**config.mk**
```make
export PLATFORM = sky130hd
export DESIGN_NAME = adder_arbiter
export DESIGN_NICKNAME = d
export VERILOG_FILES = /design/src/rtl/adder_arbiter.sv
export SDC_FILE = /design/constraint.sdc
export NUM_CORES = 1
export LEC_CHECK = 0
export CAP_MARGIN = 20
export CORE_MARGIN = 3
export CORE_UTILIZATION = 39
export CTS_BUF_LIST = sky130_fd_sc_hd__clkbuf_8
export DETAILED_ROUTE_END_ITERATION = 8
export MAX_ROUTING_LAYER = met4
export PLACE_DENSITY = 0.81
export SETUP_SLACK_MARGIN = 0.1
export SYNTH_ARGS = -nofsm -noshare
export SYNTH_HDL_FRONTEND = slang
export SYNTH_SLANG_ARGS = --single-unit
export TNS_END_PERCENT = 50
```
**constraint.sdc**
```tcl
create_clock -name clk -period 4.3 [get_ports clk]
set_clock_uncertainty 0.15 [all_clocks]
set_input_delay 0.86 -clock clk [delete_from_list [all_inputs] [get_ports clk]]
set_output_delay 0.86 -clock clk [all_outputs]
set_load 0.005 [all_outputs]
```
**src/rtl/adder_arbiter.sv**
```systemverilog
// Round-robin arbiter sharing a single 8-bit carry-lookahead adder among NREQ
// requesters, with a one-entry registered result stage (sum tagged by requester id).

module adder (
   input  logic a0, a1, a2, a3, a4, a5, a6, a7,
   input  logic b0, b1, b2, b3, b4, b5, b6, b7,
   input  logic ci,
   output logic q0, q1, q2, q3, q4, q5, q6, q7, q8
);
   logic [7:0] a;
   logic [7:0] b;
   logic [7:0] p;
   logic [7:0] g;
   logic [8:0] c;
   logic       pp;

   assign a = {a7, a6, a5, a4, a3, a2, a1, a0};
   assign b = {b7, b6, b5, b4, b3, b2, b1, b0};

   genvar gi;
   generate
      for (gi = 0; gi < 8; gi++) begin : g_pg
         assign p[gi] = a[gi] ^ b[gi];
         assign g[gi] = a[gi] & b[gi];
      end
   endgenerate

   // Every carry is a flat sum of generate terms gated by propagate chains,
   // so no carry depends on a lower carry.
   always_comb begin
      c  = '0;
      pp = 1'b0;
      c[0] = ci;
      for (int i = 0; i < 8; i++) begin
         c[i+1] = g[i];
         pp = p[i];
         for (int j = i - 1; j >= 0; j--) begin
            c[i+1] = c[i+1] | (pp & g[j]);
            pp = pp & p[j];
         end
         c[i+1] = c[i+1] | (pp & ci);
      end
   end

   assign {q7, q6, q5, q4, q3, q2, q1, q0} = p ^ c[7:0];
   assign q8 = c[8];
endmodule

module adder_arbiter #(
   parameter int NREQ = 4,
   parameter int IDW  = $clog2(NREQ)
) (
   input  logic              clk,
   input  logic              rst,
   input  logic [NREQ-1:0]   req_valid,
   output logic [NREQ-1:0]   req_ready,
   input  logic [8*NREQ-1:0] req_a,
   input  logic [8*NREQ-1:0] req_b,
   output logic              rsp_valid,
   input  logic              rsp_ready,
   output logic [8:0]        rsp_sum,
   output logic [IDW-1:0]    rsp_id
);
   logic [IDW-1:0] ptr_reg;
   logic [IDW-1:0] sel;
   logic           found;
   logic           slot_free;
   logic           accept;
   logic [7:0]     a_sel;
   logic [7:0]     b_sel;
   logic [8:0]     sum;
   logic [IDW-1:0] ptr_next;
   int             idx;

   assign slot_free = !rsp_valid || rsp_ready;

   // First valid requester scanning upward from ptr_reg, wrapping at NREQ.
   always_comb begin
      sel   = '0;
      found = 1'b0;
      idx   = 0;
      for (int off = 0; off < NREQ; off++) begin
         idx = int'(ptr_reg) + off;
         if (idx >= NREQ) idx = idx - NREQ;
         if (!found && req_valid[idx]) begin
            sel   = IDW'(idx);
            found = 1'b1;
         end
      end
   end

   always_comb begin
      req_ready = '0;
      if (!rst && found && slot_free) req_ready[sel] = 1'b1;
   end

   assign accept = !rst && found && slot_free;

   always_comb begin
      a_sel = 8'h00;
      b_sel = 8'h00;
      for (int i = 0; i < NREQ; i++) begin
         if (sel == IDW'(i)) begin
            a_sel = req_a[8*i +: 8];
            b_sel = req_b[8*i +: 8];
         end
      end
   end

   adder u_adder (
      .a0(a_sel[0]), .a1(a_sel[1]), .a2(a_sel[2]), .a3(a_sel[3]),
      .a4(a_sel[4]), .a5(a_sel[5]), .a6(a_sel[6]), .a7(a_sel[7]),
      .b0(b_sel[0]), .b1(b_sel[1]), .b2(b_sel[2]), .b3(b_sel[3]),
      .b4(b_sel[4]), .b5(b_sel[5]), .b6(b_sel[6]), .b7(b_sel[7]),
      .ci(1'b0),
      .q0(sum[0]), .q1(sum[1]), .q2(sum[2]), .q3(sum[3]), .q4(sum[4]),
      .q5(sum[5]), .q6(sum[6]), .q7(sum[7]), .q8(sum[8])
   );

   assign ptr_next = (sel == IDW'(NREQ - 1)) ? '0 : sel + 1'b1;

   always_ff @(posedge clk or posedge rst) begin
      if (rst) begin
         rsp_valid <= 1'b0;
         rsp_sum   <= 9'h000;
         rsp_id    <= '0;
         ptr_reg   <= '0;
      end else if (accept) begin
         rsp_valid <= 1'b1;
         rsp_sum   <= sum;
         rsp_id    <= sel;
         ptr_reg   <= ptr_next;
      end else if (rsp_ready) begin
         rsp_valid <= 1'b0;
      end
   end
endmodule
```
# Yosys cells after proc, flatten, opt, wreduce, memory -nomap -nowiden
# Index checks and enable logic that the tools add are counted.
[word_totals]
regBits = 14
latch_bits = 0
ram_bits = 0
rom_bits = 0
inputBits = 71
output_inout_bits = 16
word_cells = 171
n_memories = 0
[classes]
addsub = 8
n_mul = 0
n_div = 0
n_lt_le_gt_ge = 10
eq_ne = 3
shifts = 0
muxes = 38
bitwise_logic = 94
reduce_logical = 14
[ops]
columns = ["op", "n"]
rows = [
  ["$lt 32x4->1 const B", 4],
  ["$mux 32", 4],
  ["$mux 8", 8],
  ["$and 1x1->1", 57],
  ["$or 1x1->1", 28],
  ["$mux 1", 15],
  ["$sub 3x3->4 const B", 3],
  ["$mux 2", 5],
  ["$ge 3x3->1 const B", 3],
  ["$bmux 1 s2", 4],
  ["$xor 1x1->1", 8],
  ["$xor 8x8->8", 1],
  ["$add 2x2->3 const B", 2],
  ["$logic_and 1x1->1", 6],
  ["$logic_not 1->1", 5],
  ["$eq 2x2->1 const B", 2],
  ["$mux 4", 1],
  ["$sub 2x3->4 const B", 1],
  ["$add 2x1->3 const B", 1],
  ["$ge 2x3->1 const B", 1],
  ["$lt 2x3->1 const B", 1],
  ["$add 2x1->2 const B", 1],
  ["$demux 1 s2", 1],
  ["$eq 2x1->1 const B", 1],
  ["other kinds (4)", 4],
]

# Longest topological paths before layout
[logic_depth]
word_depth = 29
mapped_depth = 15
mapped_depth_nobuf = 13

# Modules after synthesis
# From an unflattened synthesis, not the netlist that was laid out.
[unflattened]
cells_unflattened = 169
area_unflattened_um2 = 1497.7
[modules_own_cells]
columns = ["module", "n_inst", "cells_per_inst", "area_per_inst_um2"]
rows = [
  ["adder_arbiter", 1, 132, 1179.9],
  ["adder", 1, 37, 317.8],
]

# Worst setup path after synthesis
# Ideal clock, no wire load.
[synth_timing]
kind = "input -> register"
startpoint = "in req_valid[0]"
endpoint = "reg rsp_sum[5]"
arrival_ns = 3.790
t_required_ns = 4.081
path_slack_ns = 0.291
stages = 15
n_path_buf = 3
path_cell_list = "or2b_1 a21oi_1 a211oi_2 ha_1 buf_2 nor2b_1 clkbuf_1 buf_4 a221oi_1 o31ai_1 ha_1 a211oi_1 o21bai_1 a2111o_1 nand3_1"
[synth_between]
elab_chain_len = 25
elab_cells_between_ends = 62
[synth_lines]
columns = ["element", "line_no", "rtl"]
rows = [
  ["start, declared", "55", "input logic [NREQ-1:0] req_valid,"],
  ["$bmux 1 s2", "85", "if (!found && req_valid[idx]) begin"],
  ["$mux 1 (not written as such) (2 in a row)", "85", ""],
  ["$mux 1", "85", ""],
  ["$logic_not 1->1", "85", ""],
  ["$logic_and 1x1->1", "85", ""],
  ["$mux 1", "85", ""],
  ["$logic_not 1->1", "85", ""],
  ["$logic_and 1x1->1", "85", ""],
  ["[... 4 more ...]", "n/a", ""],
  ["net sel[0]", "65", "logic [IDW-1:0] sel;"],
  ["$logic_not 2->1", "103", "if (sel == IDW'(i)) begin"],
  ["$mux 8 (4 in a row)", "103", ""],
  ["$xor 1x1->1 / $and 1x1->1 (equally long branches)", "23, 24", ""],
  ["$and 1x1->1 (on tied branches)", "38, 39", ""],
  ["$or 1x1->1 (tied with other cells) (2 in a row)", "38", "c[i+1] = c[i+1] | (pp & g[j]);"],
  ["$or 1x1->1 / $and 1x1->1 (equally long branches)", "38", ""],
  ["$or 1x1->1", "38", ""],
  ["$xor 8x8->8 (*)", "45", "assign {q7, q6, q5, q4, q3, q2, q1, q0} = p ^ c[7:0];"],
  ["end signal, assigned", "130", "rsp_sum <= sum;"],
  ["end, declared", "61", "output logic [8:0] rsp_sum,"],
]
# The timed path passes the listed nets; every way through them passes the cells marked *. The select of a mux whose other input is x is not followed.
# A chain may end at the register's enable or synchronous reset.

# Final worst setup path
[layout_timing]
startpoint = "in req_valid[3]"
endpoint = "out req_ready[3]"
[layout_between]
elab_chain_len = 18
elab_cells_between_ends = 34
[layout_lines]
columns = ["element", "line_no", "rtl"]
rows = [
  ["$bmux 1 s2", "85", ""],
  ["$mux 1 (not written as such) (2 in a row)", "85", ""],
  ["$mux 1", "85", ""],
  ["$logic_not 1->1", "85", ""],
  ["$logic_and 1x1->1", "85", ""],
  ["$mux 1", "85", ""],
  ["$logic_not 1->1", "85", ""],
  ["$logic_and 1x1->1", "85", ""],
  ["[... 2 more ...]", "n/a", ""],
  ["$logic_and 1x1->1", "85", ""],
  ["$mux 2 (*)", "85", ""],
  ["net sel[0]", "65", ""],
  ["$lt 2x3->1 (not written as such) / $ge 2x1->1 (equally long branches)", "94", "if (!rst && found && slot_free) req_ready[sel] = 1'b1;"],
  ["$logic_and 1x1->1 (not written as such)", "94", ""],
  ["$mux 1 (not written as such)", "94", ""],
  ["$demux 1 s2 (*)", "94", ""],
  ["$mux 4 (*)", "94", ""],
  ["end, declared", "56", "output logic [NREQ-1:0] req_ready,"],
]
# Marks and branches as above.

==> impl_metrics.env <==
export IMPL_status="finished clean"
export IMPL_cp_num_cells=9
export IMPL_core_sq_um=3490
export IMPL_r2r_end="rsp_sum[5]"
export IMPL_grt_max_degree=19
export IMPL_viasPerCell=5.33
export IMPL_cpMostUsedCell="clkdlybuf4s50_1"
export IMPL_crit_family="buffers and inverters"
export IMPL_synth_seq_cells=14
export IMPL_path_class="input pin to primary output"
export IMPL_holdPathStages=2
export IMPL_setup_violations_final=0
export IMPL_antenna_found_initial=0
export IMPL_clkLatencyLatePin_ps=240
export IMPL_cts_tree="yes"
export IMPL_worstPathMaxFanout=16
export IMPL_synth_distinct_cells=38
export IMPL_peakVddDrop_v=0.000394
export IMPL_clockBufferDepth=2
export IMPL_hold_class="flop to flop"
export IMPL_dp_cells=334
export IMPL_rows=21
export IMPL_grt_util_all_layers=0.215
export IMPL_cts_clk_slew_worst_paths_ps=60
export IMPL_endpoint_kind="primary output"
export IMPL_drive_gt1_frac=0.160
export IMPL_ys_seq_area_frac=0.238
export IMPL_clock_sinks=14
export IMPL_yosys_warnings=0
export IMPL_clock_root_buffer="clkbuf_8"
export IMPL_synthToLayoutAreaGrowth_pct=81.4
export IMPL_p_leak_nw=1.14
export IMPL_worstHoldStart="rsp_sum[7]"
export IMPL_cts_htree_levels=1
export IMPL_numCtsBuffers=3
export IMPL_die_width_microns=67.5
export IMPL_start_util=0.422
export IMPL_period_share=0.968
export IMPL_dp_hpwl_microns=3900
export IMPL_drc_errors=0
export IMPL_synth_area_mux_share=0.00679
export IMPL_worst_pin_slew_ps=544
export IMPL_synth_cells=187
export IMPL_detail_route_antenna_nets=0
export IMPL_hold_viol=0
export IMPL_startpoint_type="input pin"
export IMPL_path_cells="clkdlybuf4s50_1, inv_1, a22o_1, a211oi_4, buf_4, ha_2, buf_6, and2_1, clkdlybuf4s50_1"
export IMPL_largest_register_ffs=9
export IMPL_hold_end="rsp_sum[7]"
export IMPL_drt_iter0_drc=51
export IMPL_worstRegToRegCells=12
export IMPL_synthSimpleGateAreaFrac=0.244
export IMPL_diodes=0
export IMPL_wire_per_inst_microns=14.4
export IMPL_max_slew_margin=0.636
export IMPL_postSynthAreaPerCell_sq_um=7.88
export IMPL_crit_required_ps=3290
export IMPL_vias=1813
export IMPL_die_h_microns=67.5
export IMPL_p_per_area_nw_per_um2=594
export IMPL_grt_overflow_total=0
export IMPL_rrSetupSlack_ps=940
export IMPL_arrival_ps=3150
export IMPL_ioPinCount=87
export IMPL_grt_pass1_wl_microns=7350
export IMPL_synth_adder_area_share=0.124
export IMPL_power_total_mw=1.59
export IMPL_grt_pass1_vias=1760
export IMPL_fmax_mhz=240
export IMPL_fin_cells=340
export IMPL_slowest_delay_ps=490
export IMPL_crit_slowest_cell="clkdlybuf4s50_1"
export IMPL_rsz0062_at_grt="true"
export IMPL_path_buf_inv=5
export IMPL_syn_area_sq_um=1470
export IMPL_fill_cells=252
export IMPL_cap_violations=0
export IMPL_numPortBuffers=86
export IMPL_synth_compound_area_frac=0.308
export IMPL_syn_num_nets=272
export IMPL_dieArea_sq_um=4550
export IMPL_whs_ps=330
export IMPL_post_route_min_period_ps=4160
export IMPL_r2r_start="ptr_reg[1]"
export IMPL_nNetsFinal=380
export IMPL_yosys_area_share_xor_xnor=0.0178
export IMPL_routed_wl_microns=4880
export IMPL_firstDrtPassIters=4
export IMPL_synth_top_family_by_area="compound AO/OA/AOI/OAI gates"
export IMPL_slew_viol_final=0
export IMPL_routabilityCongestion=0.881
[worst max path at each step]
stage / to / slack, ps / start
global route: req_ready[3] / 40 / req_valid[3]
finish: req_ready[3] / 140 / req_valid[3]
global placement: rsp_sum[5] / -170 / req_valid[3]
floorplan: rsp_sum[5] / 290 / req_valid[0]
detailed placement: rsp_sum[5] / -310 / req_valid[0]
CTS: req_ready[3] / 80 / req_valid[3]
[worst min-delay path, cell delays in order, from the launching register on]
cell,delay [ps]
dfrtp_1,340
nand2_1,50
o31ai_1,50
[power by group]
group / internal, mW / switching (mW) / total, mW / leakage, nW
registers: 0.189 / 0.0371 / 0.226 / 0.170
clock network: 0.0810 / 0.0453 / 0.126 / 0.0288
logic: 0.661 / 0.575 / 1.24 / 0.940
[final cells by class]
type,instances,area [sq um],share of cell area
Timing Repair Buffer,117,1100,0.411
Tap cell,46,57.6,0.0215
Clock buffer,4,55.1,0.0206
Multi-Input combinational cell,152,1080,0.406
Sequential cell,14,350,0.131
Inverter,7,26.3,0.00983
[cell families after synthesis]
| kind of cell | count (synthesis) |
|---|---|
| simple gates | 72 |
| compound gates | 62 |
| buf+inv | 21 |
| fa+ha+maj | 14 |
| flops | 14 |
| xor+xnor | 3 |
| mux | 1 |
[cells in the mapped netlist]
| cell type | n | share of area |
|---|---|---|
| o211ai_1 | 1 | 0.0051 |
| a21o_1 | 1 | 0.0051 |
| o21ai_0 | 8 | 0.027 |
| a21oi_1 | 8 | 0.027 |
| a211oi_2 | 1 | 0.0085 |
| mux2i_1 | 1 | 0.0068 |
| xnor2_1 | 2 | 0.012 |
| dfrtp_1 | 14 | 0.24 |
| a31oi_1 | 1 | 0.0042 |
| clkbuf_1 | 8 | 0.020 |
| nor2_1 | 5 | 0.013 |
| nand2_1 | 32 | 0.081 |
| o21bai_1 | 2 | 0.010 |
| a221oi_1 | 16 | 0.095 |
| and2_1 | 4 | 0.017 |
| nand4_1 | 2 | 0.0085 |
| ha_1 | 13 | 0.11 |
| buf_2 | 3 | 0.010 |
| o21ai_1 | 1 | 0.0034 |
| or2b_1 | 1 | 0.0051 |
| nor2b_1 | 19 | 0.081 |
| nor3_1 | 2 | 0.0068 |
| fa_1 | 1 | 0.014 |
| xor2_1 | 1 | 0.0059 |
| a2111o_1 | 1 | 0.0076 |
| nand3_1 | 2 | 0.0068 |
| inv_1 | 7 | 0.018 |
| a22o_1 | 1 | 0.0059 |
| buf_4 | 2 | 0.010 |
| nor4_2 | 1 | 0.0085 |
| or3_1 | 1 | 0.0042 |
| and3_1 | 1 | 0.0042 |
| o31ai_1 | 18 | 0.092 |
| o2bb2ai_1 | 1 | 0.0059 |
| buf_1 | 1 | 0.0025 |
| a211oi_1 | 1 | 0.0051 |
| nand2b_1 | 2 | 0.0085 |
| a211o_1 | 1 | 0.0059 |
[placed cells by master (no fill, tap or decap), types with 2 or more instances in the layout]
cell             netlist  final
nand2_1               32     32
a21oi_1                8      7
nand3_1                2      2
o31ai_1               18     17
ha_1                  13     10
inv_1                  7      7
o21ai_0                8      7
buf_4                  2     30
nand2b_1               2      2
o21bai_1               2      2
nand4_1                2      2
ha_2                   0      3
clkbuf_8               0      4
nor2_1                 5      5
a221oi_1              16     15
xnor2_1                2      2
clkdlybuf4s50_1        0     85
and2_1                 4      4
nor2b_1               19     18
dfrtp_1               14     14
[metal layers]
layer / global-route usage / vias to the layer above / share of wire
met5: - / - / 0
met3: 0.0366 / 2 / 0.048
met4: 0.0506 / 0 / 0.0039
li1: - / 901 / -
met1: 0.240 / 853 / 0.41
met2: 0.395 / 57 / 0.54
[through the flow]
stage | area (sq um) | TNS [ps] | util | setup WS [ps]
after global placement | 2550 | -689 | 0.729 | -165
after detailed placement | 2550 | -1440 | 0.729 | -313
after CTS | 2620 | 0 | 0.749 | 83.9
final | 2670 | 0 | 0.765 | 140
after global routing | 2670 | 0 | 0.765 | 39.2
after floorplan | 1470 | 0 | - | 291
[what timing repair did]
item,4_1_cts,5_1_grt
setup buffers,0,2
hold buffers,0,0
hold endpoints to repair,0,0
pin swaps,0,4
gates resized for setup,6,9
setup endpoints to repair,6,9
Power figures use the tool's default switching activity.
